File: src/rtl/font_arb_pkg.sv
// Shared types for the font ROM arbiter: port identifiers, the in-flight read tag
// and the default font ROM geometry.
package font_arb_pkg;

   localparam int FONT_ADDR_W = 11;
   localparam int FONT_DATA_W = 8;

   typedef enum logic {
      PORT_TEXT   = 1'b0,
      PORT_STATUS = 1'b1
   } port_e;

   typedef struct packed {
      logic  valid;
      port_e port;
   } tag_t;

   localparam tag_t TAG_NONE = '{valid: 1'b0, port: PORT_TEXT};

endpackage

File: src/rtl/font_arb_tag_pipe.sv
// Tag shift register that follows each ROM read from grant to returned data.
// The next-to-last stage enables data capture; the last stage drives the valid strobes.
module font_arb_tag_pipe
   import font_arb_pkg::*;
#(
   parameter int ROM_LAT = 1
)
(
   input  logic i_clk,
   input  logic i_rst,
   input  tag_t i_tag,
   output logic o_cap0,
   output logic o_cap1,
   output logic o_vld0,
   output logic o_vld1
);

   tag_t [ROM_LAT:0] r_pipe;
   tag_t             w_capTag;
   tag_t             w_outTag;

   always_ff @(posedge i_clk or posedge i_rst) begin
      if (i_rst) begin
         r_pipe <= '0;
      end else begin
         r_pipe <= {r_pipe[ROM_LAT-1:0], i_tag};
      end
   end

   // ROM data for a tag is on the bus while the tag sits one stage before the end
   assign w_capTag = r_pipe[ROM_LAT-1];
   assign w_outTag = r_pipe[ROM_LAT];

   assign o_cap0 = w_capTag.valid && (w_capTag.port == PORT_TEXT);
   assign o_cap1 = w_capTag.valid && (w_capTag.port == PORT_STATUS);
   assign o_vld0 = w_outTag.valid && (w_outTag.port == PORT_TEXT);
   assign o_vld1 = w_outTag.valid && (w_outTag.port == PORT_STATUS);

endmodule

File: src/rtl/font_rom_arbiter.sv
// Two-port arbiter for the shared font ROM: text renderer has priority in active video,
// round-robin in blanking. Define FONT_ARB_STARVE_FORCE_EN to let a starved port 1 force a grant.
module font_rom_arbiter
   import font_arb_pkg::*;
#(
   parameter int ADDR_W     = FONT_ADDR_W,
   parameter int DATA_W     = FONT_DATA_W,
   parameter int ROM_LAT    = 1,
   parameter int STARVE_MAX = 15
)
(
   input  logic              pixel_clk,
   input  logic              rst,
   input  logic              blank,
   input  logic              req0,
   input  logic [ADDR_W-1:0] addr0,
   output logic              gnt0,
   output logic              vld0,
   output logic [DATA_W-1:0] data0,
   input  logic              req1,
   input  logic [ADDR_W-1:0] addr1,
   output logic              gnt1,
   output logic              vld1,
   output logic [DATA_W-1:0] data1,
   output logic [ADDR_W-1:0] rom_addr,
   input  logic [DATA_W-1:0] rom_data,
   output logic              starve_err
);

   localparam logic [7:0] STARVE_LIM = 8'(STARVE_MAX);

   port_e             r_rrLast;
   logic [7:0]        r_starveCnt;
   logic              r_starveErr;
   logic [ADDR_W-1:0] r_romAddr;
   logic [DATA_W-1:0] r_data0;
   logic [DATA_W-1:0] r_data1;

   logic              w_force;
   logic              w_anyGnt;
   port_e             w_winPort;
   logic [7:0]        w_starveNext;
   tag_t              w_tag;
   logic              w_cap0;
   logic              w_cap1;

`ifdef FONT_ARB_STARVE_FORCE_EN
   assign w_force = req1 && (r_starveCnt == STARVE_LIM);
`else
   assign w_force = 1'b0;
`endif

   always_comb begin
      gnt0 = 1'b0;
      gnt1 = 1'b0;
      if (w_force) begin
         gnt1 = 1'b1;
      end else if (!blank) begin
         gnt0 = req0;
         gnt1 = req1 && !req0;
      end else if (req0 && req1) begin
         // Round-robin: the port that did not win last time goes first
         if (r_rrLast == PORT_STATUS) begin
            gnt0 = 1'b1;
         end else begin
            gnt1 = 1'b1;
         end
      end else begin
         gnt0 = req0;
         gnt1 = req1;
      end
   end

   assign w_anyGnt  = gnt0 || gnt1;
   assign w_winPort = gnt1 ? PORT_STATUS : PORT_TEXT;
   assign w_tag     = '{valid: w_anyGnt, port: w_winPort};

   assign w_starveNext = (req1 && !gnt1)
                       ? ((r_starveCnt == STARVE_LIM) ? STARVE_LIM : r_starveCnt + 8'd1)
                       : 8'd0;

   always_ff @(posedge pixel_clk or posedge rst) begin
      if (rst) begin
         r_rrLast    <= PORT_STATUS;
         r_romAddr   <= '0;
         r_starveCnt <= 8'd0;
         r_starveErr <= 1'b0;
      end else begin
         if (w_anyGnt) begin
            r_rrLast  <= w_winPort;
            r_romAddr <= gnt1 ? addr1 : addr0;
         end
         r_starveCnt <= w_starveNext;
         if (w_starveNext == STARVE_LIM) begin
            r_starveErr <= 1'b1;
         end
      end
   end

   always_ff @(posedge pixel_clk or posedge rst) begin
      if (rst) begin
         r_data0 <= '0;
         r_data1 <= '0;
      end else begin
         if (w_cap0) begin
            r_data0 <= rom_data;
         end
         if (w_cap1) begin
            r_data1 <= rom_data;
         end
      end
   end

   font_arb_tag_pipe #(
      .ROM_LAT (ROM_LAT)
   ) u_tagPipe (
      .i_clk  (pixel_clk),
      .i_rst  (rst),
      .i_tag  (w_tag),
      .o_cap0 (w_cap0),
      .o_cap1 (w_cap1),
      .o_vld0 (vld0),
      .o_vld1 (vld1)
   );

   assign rom_addr   = r_romAddr;
   assign data0      = r_data0;
   assign data1      = r_data1;
   assign starve_err = r_starveErr;

endmodule

File: config.mk
export PLATFORM = sky130hd
export DESIGN_NAME = font_rom_arbiter
export DESIGN_NICKNAME = d
export VERILOG_FILES = /design/src/rtl/font_arb_pkg.sv /design/src/rtl/font_arb_tag_pipe.sv /design/src/rtl/font_rom_arbiter.sv
export SDC_FILE = /design/constraint.sdc
export NUM_CORES = 1
export LEC_CHECK = 0
export BUFFER_PORTS_ARGS = -buffer_cell sky130_fd_sc_hd__buf_2
export CAP_MARGIN = 15
export CORE_ASPECT_RATIO = 1.5
export CORE_UTILIZATION = 48
export DETAILED_ROUTE_END_ITERATION = 10
export HOLD_SLACK_MARGIN = 0.08
export PLACE_DENSITY = 0.8
export RECOVER_POWER = 50
export SLEW_MARGIN = 15
export SYNTH_ARGS = -nofsm -noshare
export SYNTH_HDL_FRONTEND = slang
export SYNTH_HIERARCHICAL = 1
export SYNTH_SLANG_ARGS = --single-unit
export TNS_END_PERCENT = 50
File: constraint.sdc
create_clock -name pixel_clk -period 1.75 [get_ports pixel_clk]
set_clock_uncertainty 0.1 [all_clocks]
set_input_delay 0.2625 -clock pixel_clk [delete_from_list [all_inputs] [get_ports pixel_clk]]
set_output_delay 0.2625 -clock pixel_clk [all_outputs]
set_load 0.01 [all_outputs]
Yosys cells after proc, flatten, opt, wreduce, memory -nomap -nowiden
Index checks and enable logic that the tools add are counted.
{"block": "word_totals", "regBits": 41, "inputBits": 35, "out_inout_bits": 32, "elab_cells": 35}
{"block": "classes", "addsub": 1, "n_eq_ne": 2, "n_mux": 10, "n_bitwise": 2, "reduce_logical": 10}
{"cell": "$eq 8x4->1 const B", "n": 2}
{"cell": "$mux 8", "n": 2}
{"cell": "$mux 11", "n": 1}
{"cell": "$add 8x1->8 const B", "n": 1}
{"cell": "$logic_and 1x1->1", "n": 7}
{"cell": "$mux 1", "n": 7}
{"cell": "$logic_not 1->1", "n": 2}
{"cell": "$not 1->1", "n": 2}
{"cell": "$logic_or 1x1->1", "n": 1}

Logic depth before layout (Yosys ltp)
Gate-level depths: netlist (run 1).
{"block": "depth", "word_depth": 7, "mapped_depth": 5, "ltp_nobuf": 5}

By module
Netlist (run 1), hierarchy kept.
{"mod": "font_rom_arbiter", "n_inst": 1, "cells_per_inst": 136, "area_each_um2": 1605.3, "seq_area_each_um2": 927.1}
{"mod": "font_arb_tag_pipe", "n_inst": 1, "cells_per_inst": 9, "area_each_um2": 136.4, "seq_area_each_um2": 100.1}

Worst setup path after synthesis (run 1)
Ideal clock, no wire load.
{"block": "synth_path", "kind": "register -> register", "from": "reg r_starveCnt[0]", "to": "reg r_starveErr, in the netlist starve_err", "setup_time_ns": 0.066, "t_arrival_ns": 1.402, "required_ns": 1.584, "path_slack_ns": 0.182, "path_stages_with_launch": 6, "n_path_buf": 0, "synth_period_minus_slack_ns": 1.568, "cell_sequence": "dfrtp_1 -> ha_1 -> nand2_1 -> or4_1 -> a21oi_1 -> a31o_1"}
{"block": "synth_between", "elab_chain_len": 4, "elab_cells_between_ends": 5, "classes_between": "1 x add/sub; 2 x eq/ne; 2 x mux"}
{"element": "start: declaration", "line": "font_rom_arbiter.sv:33", "text": "logic [7:0] r_starveCnt;"}
{"element": "start signal: assignment", "line": "font_rom_arbiter.sv:93", "text": "r_starveCnt <= w_starveNext;"}
{"element": "$add 8x1->8 / $eq 8x4->1 (equally long branches)", "line": "font_rom_arbiter.sv:79", "text": "? ((r_starveCnt == STARVE_LIM) ? STARVE_LIM : r_starveCnt + 8'd1)"}
{"element": "$mux 8 (*) (2 in series)", "line": "font_rom_arbiter.sv:79"}
{"element": "$eq 8x4->1 (*)", "line": "font_rom_arbiter.sv:94", "text": "if (w_starveNext == STARVE_LIM) begin"}
{"element": "end signal: assignment", "line": "font_rom_arbiter.sv:87", "text": "r_starveErr <= 1'b0;"}
{"element": "end signal: assignment", "line": "font_rom_arbiter.sv:95", "text": "r_starveErr <= 1'b1;"}
{"element": "end: declaration", "line": "font_rom_arbiter.sv:34", "text": "logic r_starveErr;"}
Mark *: on every way between the ends. The rest lies on a longest branch, timed or not.
A chain may end at the register's enable or synchronous reset.

Worst setup path in the final report (run 1)
{"block": "layout_path", "from": "reg r_rrLast", "to": "out gnt1"}
{"block": "layout_between", "elab_chain_len": 3}
{"element": "start: declaration", "line": "font_rom_arbiter.sv:32", "text": "port_e r_rrLast;"}
{"element": "start signal: assignment", "line": "font_rom_arbiter.sv:90", "text": "r_rrLast <= w_winPort;"}
{"element": "$mux 1", "line": "font_rom_arbiter.sv:63", "text": "if (r_rrLast == PORT_STATUS) begin"}
{"element": "$mux 1", "line": "font_rom_arbiter.sv:61", "text": "end else if (req0 && req1) begin"}
{"element": "$mux 1", "line": "font_rom_arbiter.sv:58", "text": "end else if (!blank) begin"}
{"element": "end: declaration", "line": "font_rom_arbiter.sv:22", "text": "output logic gnt1,"}
No other way between the ends.

==> results of run 1 <==
## synthesized netlist by cell type, types with 3 or more instances
library cell,number
a21oi_1,16
clkbuf_1,5
dfrtp_1,40
inv_1,6
mux2_2,16
mux2i_1,11
nand2_1,4
nand3_1,3
nor2_1,15
nor3_1,3
## routing by layer
metal,part of all wire,routed length [microns],up-vias,track usage
met1,0.40,1330,635,0.187
met3,0.053,179,4,0.0379
met4,0.014,48,0,0.0895
met5,0,0,-,0
met2,0.54,1810,48,0.361
li1,-,-,646,-
## sequential cells by signal, summed over array words and instances, names as in the netlist
| register | cells |
|---|---|
| data1 | 8 |
| r_rrLast | 1 |
| rom_addr | 11 |
| r_starveCnt | 8 |
| starve_err | 1 |
| u_tagPipe/r_pipe | 4 |
| data0 | 8 |
## worst paths after layout
| kind | startpoint | endpoint | slack, ns |
|---|---|---|---|
| hold reg to reg | u_tagPipe/r_pipe[0] | u_tagPipe/r_pipe[2] | 0.29 |
| min in group asynchronous | rst | u_tagPipe/r_pipe[1] | 0.30 |
| setup / recovery | r_rrLast | gnt1 | 0.06 |
| max in group asynchronous | rst | r_rrLast | 0.55 |
| setup reg to reg | r_starveCnt[0] | starve_err | 0.10 |
| hold / removal | rom_data[1] | data1[1] | 0.13 |
## power groups by stage
stage	logic, uW	registers (uW)	clock network, uW
3_3_place_gp	376	1110	0
5_1_grt	393	1110	817
6_report	355	1100	756
4_1_cts	388	1090	782
2_1_floorplan	163	1160	0
3_5_place_dp	387	1110	0
## metrics by stage
step	instances	hold WS, ns	cell area [sq um]	worst slack [ns]
floorplan	145	-0.0714	1740	0.182
global placement	250	0.0575	2150	0.137
detailed placement	250	0.0620	2150	0.124
CTS	259	0.119	2270	0.0490
global route	259	0.126	2230	0.00649
finish	259	0.127	2230	0.0642
## kinds of logic (layout without fill, tap and decap cells)
kind of cell	count (synthesis)	count (layout)	synth area share
multiplexers	27	27	0.167
XOR/XNOR	2	2	0.0101
adder cells (fa/ha/maj)	1	1	0.00718
AND/OR/NAND/NOR	38	38	0.117
buffers and inverters	12	84	0.0280
AO/OA/AOI/OAI	24	24	0.0812
flip-flops	41	41	0.590
## area by class of cell
type	instances	area share
clock buffer	7	0.0386
clock inverter	1	0.0134
inverter	6	0.0101
multi-input combinational	92	0.297
sequential	41	0.460
tap	42	0.0235
timing repair buffer	70	0.157
==> out/results.txt, run 1 <==
setup_tns: 0 ns
Final Hold Vio Count: 0
power density over the cells: 988 nW/um^2
crit-path max FO: 14
VDD IR max: 0.757 mV
Startpoint Class: register
critical path arrival: 1.32 ns
clk_lat worst skew: 0.28 ns
CP max stage cell: dfstp_2
Logic pwr share: 0.161
Post-CTS Hold Buffers: 1
WS Path Type: register to output port
drt pass-1 iters: 4
RSZ-0062 raised after global routing: false
total of max-cap violations: 0
Gate Count Post-Synth: 145
Die Y-Extent: 75.8 microns
top cells by area, synth: dfrtp_1, mux2_2, mux2i_1
Synth warnings: 6
post-synth cell types: 30
fin nets: 252
worst-path cell chain: nand2b_1 -> a21boi_2 -> buf_12 -> buf_2
largest net degree at the start of global routing: 28
Psw: 526 uW
register share of total power: 0.497
CP endpoint kind: output port
leakage dissipation: 0.00102 uW
num rows: 26
commonest non-fill, non-tap cell in the layout: dfrtp_1
# fillers: 278
Cell Area, Synth: 1740 sq um
FF/Latch Area: 1030 sq um
FFs w/ async S/R, synth: 1.00
clk sink count: 41
Internal: 1680 uW
Synth Flop Type: dfrtp_1
crit path buf inv count: 2
CTS clk-pin slew, worst paths: 0.07 ns
core region area: 3450 sq um
Worst path max stage delay: 0.54 ns
relative slew slack: 0.288
gp weighted congestion: 0.832
Post-CTS Setup Repair Bufs: 0
Die ar.: 3880 sq um
critical path depth: 4
DRT iter0 DRCs: 24
IO Pins: 67
syn_nets: 181
Min-Delay Path Class: primary input to register
Routed WL: 3360 microns
final worst path period share: 0.963
layout cell share with drive strength beyond 1: 0.327
highest clock rate: 0.593 GHz
most frequent cells in the layout: dfrtp_1, buf_2, clkbuf_1
Port-buffer cells: 66
Syn-to-layout area delta: 28.3%
final core occ: 0.648
register area share after synthesis: 0.590
All-Layer GR Usage: 0.187
Final Total Pwr: 2210 uW
Via density: 5.15
cts bufs inserted: 5
endpoints failing setup: 0
WP data required: 1.39 ns
Worst R2R Path Depth: 5
number of synthesized flops with an enable pin: 0
WHS Path Cells: 2
CTS root buf: clkbuf_8
Wirelength per Cell: 13.0 microns
post-synth top area share: 0.575
footprint of the multi-input gates: 664 sq um
Residual DRC: 0
TritonCTS clock tree: built
HPWL after detailed placement: 2610 microns
outcome: finished, final reports clean
post-synthesis register bit count: 41
H-tree depth: 2
Synth area leader: dfrtp_1
CP top delay family: flip-flops
number of diodes: 0
first-pass GRT wire length: 5220 microns
initial core utilization: 0.505
syn_area_per_cell: 12.0 sq um
Tmin final: 1.69 ns
Max Slew Vio Count: 0
worst slew pin tran: 1.07 ns
initial antenna violation count: 0
GRT overflow: 0
Vias: 1333
vias in the first global route: 1227
PostCTS Resize Cnt: 0
Net Sw Frac: 0.238
die width: 51.2 microns
clock share of power: 0.342
CTS max path bufs: 2
post-route ant nets: 0
Power figures use the tool's default switching activity.
==> inputs of run 2 (changes only) <==
- PLACE_DENSITY: 0.8 -> 0.83
==> run 2 against run 1 <==
Against the previous run: via count up 0.38%; cell area about the same; sequential power about the same; clock power down 28%; core utilization about the same; clock-buffer cell count down 2; critical endpoint is now starve_err; register-to-register slack worse by 0.02 ns; routed wire length up 2.6%; non-clock buffer count up 5; sequential cell count unchanged; global-route usage up 1.7 points.
==> out/results.txt, run 2 (synthesis gave the netlist of run 1 again) <==
Vias: 1338 (was 1333)
VDD IR max: 0.633 mV (was 0.757 mV)
clk_lat worst skew: 0.28 ns (about the same)
CP top delay family: simple AND/OR/NAND/NOR gates (was flip-flops)
initial antenna violation count: 0 (unchanged)
relative slew slack: 0.276 (was 0.288)
Max Slew Vio Count: 0 (unchanged)
TritonCTS clock tree: built (unchanged)
H-tree depth: 2 (unchanged)
Final Total Pwr: 2010 uW (was 2210 uW)
Routed WL: 3450 microns (was 3360 microns)
clk sink count: 41 (unchanged)
commonest non-fill, non-tap cell in the layout: buf_2 (was dfrtp_1)
outcome: finished, final reports clean (unchanged)
dpl cell area: 2130 sq um (was 2150 sq um)
critical path arrival: 1.80 ns (was 1.32 ns)
DRT iter0 DRCs: 27 (was 24)
endpoints failing setup: 0 (unchanged)
WS Path Type: register to register (was register to output port)
CTS clk-pin slew, worst paths: 0.07 ns (about the same)
Worst path max stage delay: 0.42 ns (was 0.54 ns)
Tmin final: 1.67 ns (was 1.69 ns)
Residual DRC: 0 (unchanged)
leakage dissipation: 0.00107 uW (was 0.00102 uW)
drt pass-1 iters: 2 (was 4)
Reg2Reg Setup Slack: 0.08 ns (was 0.10 ns)
Min-Delay Path Class: primary input to register (unchanged)
cts bufs inserted: 5 (unchanged)
Wirelength per Cell: 13.2 microns (was 13.0 microns)
RSZ-0062 raised after global routing: false (unchanged)
most frequent cells in the layout: buf_2, dfrtp_1, a21oi_1, mux2_2, nor2_1 (was dfrtp_1, buf_2, clkbuf_1)
layout cell share with drive strength beyond 1: 0.418 (was 0.327)
WHS: 0.124 ns (was 0.127 ns)
total of max-cap violations: 0 (unchanged)
num rows: 26 (unchanged)
setup_tns: 0 ns (unchanged)
CP max stage cell: dfrtp_1 (was dfstp_2)
fin nets: 257 (was 252)
WP data required: 1.88 ns (was 1.39 ns)
GRT overflow: 0 (unchanged)
worst slew pin tran: 1.09 ns (was 1.07 ns)
crit path buf inv count: 0 (was 2)
Syn-to-layout area delta: 28.4% (was 28.3%)
power density over the cells: 901 nW/um^2 (was 988 nW/um^2)
worst-path cell chain: ha_1 -> nand2_1 -> or4_1 -> a21oi_1 -> a31o_1 (was nand2b_1 -> a21boi_2 -> buf_12 -> buf_2)
Die Y-Extent: 75.8 microns (unchanged)
CTS max path bufs: 2 (unchanged)
die width: 51.2 microns (unchanged)
HPWL after detailed placement: 2590 microns (was 2610 microns)
core region area: 3450 sq um (unchanged)
Final Cell Area: 2240 sq um (was 2230 sq um)
Die ar.: 3880 sq um (unchanged)
vias in the first global route: 1319 (was 1227)
crit-path max FO: 5 (was 14)
number of diodes: 0 (unchanged)
CTS root buf: clkbuf_8 (unchanged)
final core occ: 0.648 (about the same)
Via density: 5.11 (was 5.15)
Port-buffer cells: 66 (unchanged)
All-Layer GR Usage: 0.204 (was 0.187)
max reg flops: 11 (unchanged)
final worst path period share: 0.957 (was 0.963)
first-pass GRT wire length: 5600 microns (was 5220 microns)
IO Pins: 67 (unchanged)
post-route ant nets: 0 (unchanged)
largest net degree at the start of global routing: 38 (was 28)
Final Hold Vio Count: 0 (unchanged)
CP endpoint kind: register (was output port)
highest clock rate: 0.597 GHz (was 0.593 GHz)
gp weighted congestion: 0.782 (was 0.832)
Startpoint Class: register (unchanged)
initial core utilization: 0.505 (unchanged)
## run 2: timing repair
action                                  4_1_cts  5_1_grt
hold buffers                                  1        0
gates resized for setup                       0        0
setup buffers                                 0        5
endpoints found under the setup margin        0        1
hold endpoints to repair                     40        0
## run 2: metal layers
layer,global-route usage,wire length (microns),vias to the layer above
met5,0,0,-
met4,0.117,109,0
met3,0.0619,192,10
met2,0.393,1820,53
met1,0.184,1320,624
li1,-,-,651
## run 2: power by group
group          internal (uW)  total [uW]  switching [uW]
clock                    262         542             280
sequential              1050        1090            47.0
combinational            188         378             190
## run 2: path summary, 6_finish.rpt
check	cells past startpoint	from	endpoint
worst max-delay path	5	r_starveCnt[0]	starve_err
worst min-delay path	2	rom_data[7]	data0[7]
max in group asynchronous	4	rst	data1[6]
worst max register to register	5	r_starveCnt[0]	starve_err
min in group asynchronous	3	rst	u_tagPipe/r_pipe[2]
worst min register to register	0	u_tagPipe/r_pipe[0]	u_tagPipe/r_pipe[2]
## run 2: per-stage QoR
stage	setup WS [ns]	cells
2_1_floorplan	0.182	145
3_3_place_gp	0.148	250
3_5_place_dp	0.0902	250
4_1_cts	0.00288	257
5_1_grt	0.0214	262
6_report	0.0759	262
## run 2: final cells by class
type,instances,area (sq um)
inverter,6,22.5
sequential,41,1030
clock buffer,5,68.8
fill,282,1210
clock inverter,1,5.00
tap,42,52.6
multi-input combinational,92,666
timing repair buffer,75,394
==> inputs of run 3 (changes only) <==
- CELL_PAD_IN_SITES_DETAIL_PLACEMENT: not set -> 2
- CELL_PAD_IN_SITES_GLOBAL_PLACEMENT: not set -> 2
- CORE_UTILIZATION: 48 -> 30
==> run 3 against run 2 <==
Against the previous run: setup slack got worse by 0.017 ns; clock-buffer cell count increased by 1; critical path depth unchanged; via count increased by 4.5%; maximum frequency decreased by 0.98%; global-route usage decreased by 3.1 points; largest cell class unchanged; largest power group unchanged; highest routed layer unchanged.
==> out/results.txt, run 3 (synthesis gave the netlist of run 1 again) <==
outcome: finished, final reports clean (unchanged)
All-Layer GR Usage: 0.173 (was 0.204)
WS Path Type: register to register (unchanged)
leakage dissipation: 0.00108 uW (was 0.00107 uW)
Reg2Reg Setup Slack: 0.06 ns (was 0.08 ns)
Residual DRC: 0 (unchanged)
relative slew slack: 0.226 (was 0.276)
power density over the cells: 975 nW/um^2 (was 901 nW/um^2)
CTS max path bufs: 2 (unchanged)
CP endpoint kind: register (unchanged)
crit-path max FO: 4 (was 5)
Via density: 4.82 (was 5.11)
fin nets: 255 (was 257)
initial antenna violation count: 0 (unchanged)
routed wl met3: 248 microns (was 192 microns)
H-tree depth: 2 (unchanged)
initial core utilization: 0.315 (was 0.505)
Routed WL: 4740 microns (was 3450 microns)
Final Hold Vio Count: 0 (unchanged)
Die Y-Extent: 95.3 microns (was 75.8 microns)
WP data required: 1.88 ns (about the same)
Wirelength per Cell: 16.3 microns (was 13.2 microns)
Worst path max stage delay: 0.44 ns (was 0.42 ns)
Max Slew Vio Count: 0 (unchanged)
Final Cell Area: 2310 sq um (was 2240 sq um)
# fillers: 621 (was 282)
GRT overflow: 0 (unchanged)
CP top delay family: simple AND/OR/NAND/NOR gates (unchanged)
HPWL after detailed placement: 3420 microns (was 2590 microns)
worst slew pin tran: 1.16 ns (was 1.09 ns)
max reg flops: 11 (unchanged)
met1 WL: 1700 microns (was 1320 microns)
layout cell share with drive strength beyond 1: 0.436 (was 0.418)
worst-path cell chain: ha_1 -> nand2_1 -> or4_1 -> a21oi_1 -> a31o_1 (unchanged)
number of diodes: 0 (unchanged)
WHS Path Cells: 2 (unchanged)
Critical Path End: starve_err (unchanged)
reg2reg start: r_starveCnt[0] (unchanged)
top routing layer used: met4 (unchanged)
DRT iter0 DRCs: 22 (was 27)
dpl cell area: 2180 sq um (was 2130 sq um)
core region area: 5530 sq um (was 3450 sq um)
critical path arrival: 1.82 ns (was 1.80 ns)
cts bufs inserted: 5 (unchanged)
TritonCTS clock tree: built (unchanged)
reg2reg end: starve_err (unchanged)
clk_lat worst skew: 0.29 ns (was 0.28 ns)
gp weighted congestion: 0.756 (was 0.782)
die width: 64.2 microns (was 51.2 microns)
highest clock rate: 0.591 GHz (was 0.597 GHz)
setup_tns: 0 ns (unchanged)
clk sink count: 41 (unchanged)
Port-buffer cells: 66 (unchanged)
first-pass GRT wire length: 7750 microns (was 5600 microns)
IO Pins: 67 (unchanged)
endpoints failing setup: 0 (unchanged)
commonest non-fill, non-tap cell in the layout: buf_2 (unchanged)
met2 wire len: 2660 microns (was 1820 microns)
critical path depth: 5 (unchanged)
VDD IR max: 0.392 mV (was 0.633 mV)
Vias: 1398 (was 1338)
Worst R2R Path Depth: 5 (unchanged)
CP max stage cell: dfrtp_2 (was dfrtp_1)
crit path buf inv count: 0 (unchanged)
Die ar.: 6120 sq um (was 3880 sq um)
final worst path period share: 0.966 (was 0.957)
post-route ant nets: 0 (unchanged)
num rows: 33 (was 26)
Syn-to-layout area delta: 32.6% (was 28.4%)
Min-Delay Path Class: primary input to register (unchanged)
CTS clk-pin slew, worst paths: 0.08 ns (was 0.07 ns)
CP startpoint: r_starveCnt[0] (unchanged)
largest net degree at the start of global routing: 24 (was 38)
most frequent cells in the layout: buf_2, dfrtp_1, a21oi_1, mux2_2, nor2_1 (unchanged)
Tmin final: 1.69 ns (was 1.67 ns)
RSZ-0062 raised after global routing: false (unchanged)
Startpoint Class: register (unchanged)
drt pass-1 iters: 3 (was 2)
CTS root buf: clkbuf_8 (unchanged)
total of max-cap violations: 0 (unchanged)
vias in the first global route: 1640 (was 1319)
-- run 3: stage by stage --
| step | instances | hold slack, ns | setup WS [ns] | total power (uW) | util |
|---|---|---|---|---|---|
| global placement | 280 | 0.0566 | 0.132 | 1490 | 0.395 |
| floorplan | 145 | -0.0714 | 0.182 | 1320 | - |
| finish | 290 | 0.109 | 0.0593 | 2250 | 0.417 |
| detailed placement | 280 | 0.0739 | 0.0931 | 1510 | 0.395 |
| global route | 290 | 0.0943 | 0.00133 | 2370 | 0.417 |
| CTS | 289 | 0.103 | 0.0133 | 2300 | 0.418 |
-- run 3: repair_timing --
| action | 4_1_cts | 5_1_grt |
|---|---|---|
| setup buffers | 0 | 1 |
| setup endpoints to repair | 1 | 2 |
| cloned | 0 | 0 |
| endpoints found under the hold margin | 40 | 0 |
| gates resized for setup | 1 | 4 |
| hold buffers | 1 | 0 |
-- run 3: report_power, final --
group	switching (uW)	internal [uW]	leakage [uW]	total (uW)
logic	203	187	0.000534	390
registers	52.2	1050	0.000489	1100
clock network	336	428	0.0000554	764
total	591	1660	0.00108	2250
-- run 3: layer usage --
metal,track usage,up-vias
met1,0.162,682
met5,0,-
li1,-,646
met4,0.0870,0
met2,0.335,57
met3,0.0514,13
-- run 3: area by class of cell --
type | count | area [sq um] | share of cell area
clock buffers | 6 | 72.6 | 0.0314
well taps | 70 | 87.6 | 0.0379
multi-input cells | 92 | 673 | 0.291
flip-flops and latches | 41 | 1030 | 0.446
repair buffers | 73 | 384 | 0.166
inverters | 6 | 22.5 | 0.00975
clock inverters | 2 | 38.8 | 0.0168
-- run 3: how the worst min path moves through the flow --
stage	startpoint	to	slack [ns]
final	rom_data[5]	data0[5]	0.11
after global routing	rom_data[1]	data0[1]	0.09
after CTS	rom_data[5]	data0[5]	0.10
after detailed placement	rst	u_tagPipe/r_pipe[0]	0.07
after global placement	rst	u_tagPipe/r_pipe[1]	0.06
after floorplan	rst	u_tagPipe/r_pipe[0]	-0.07
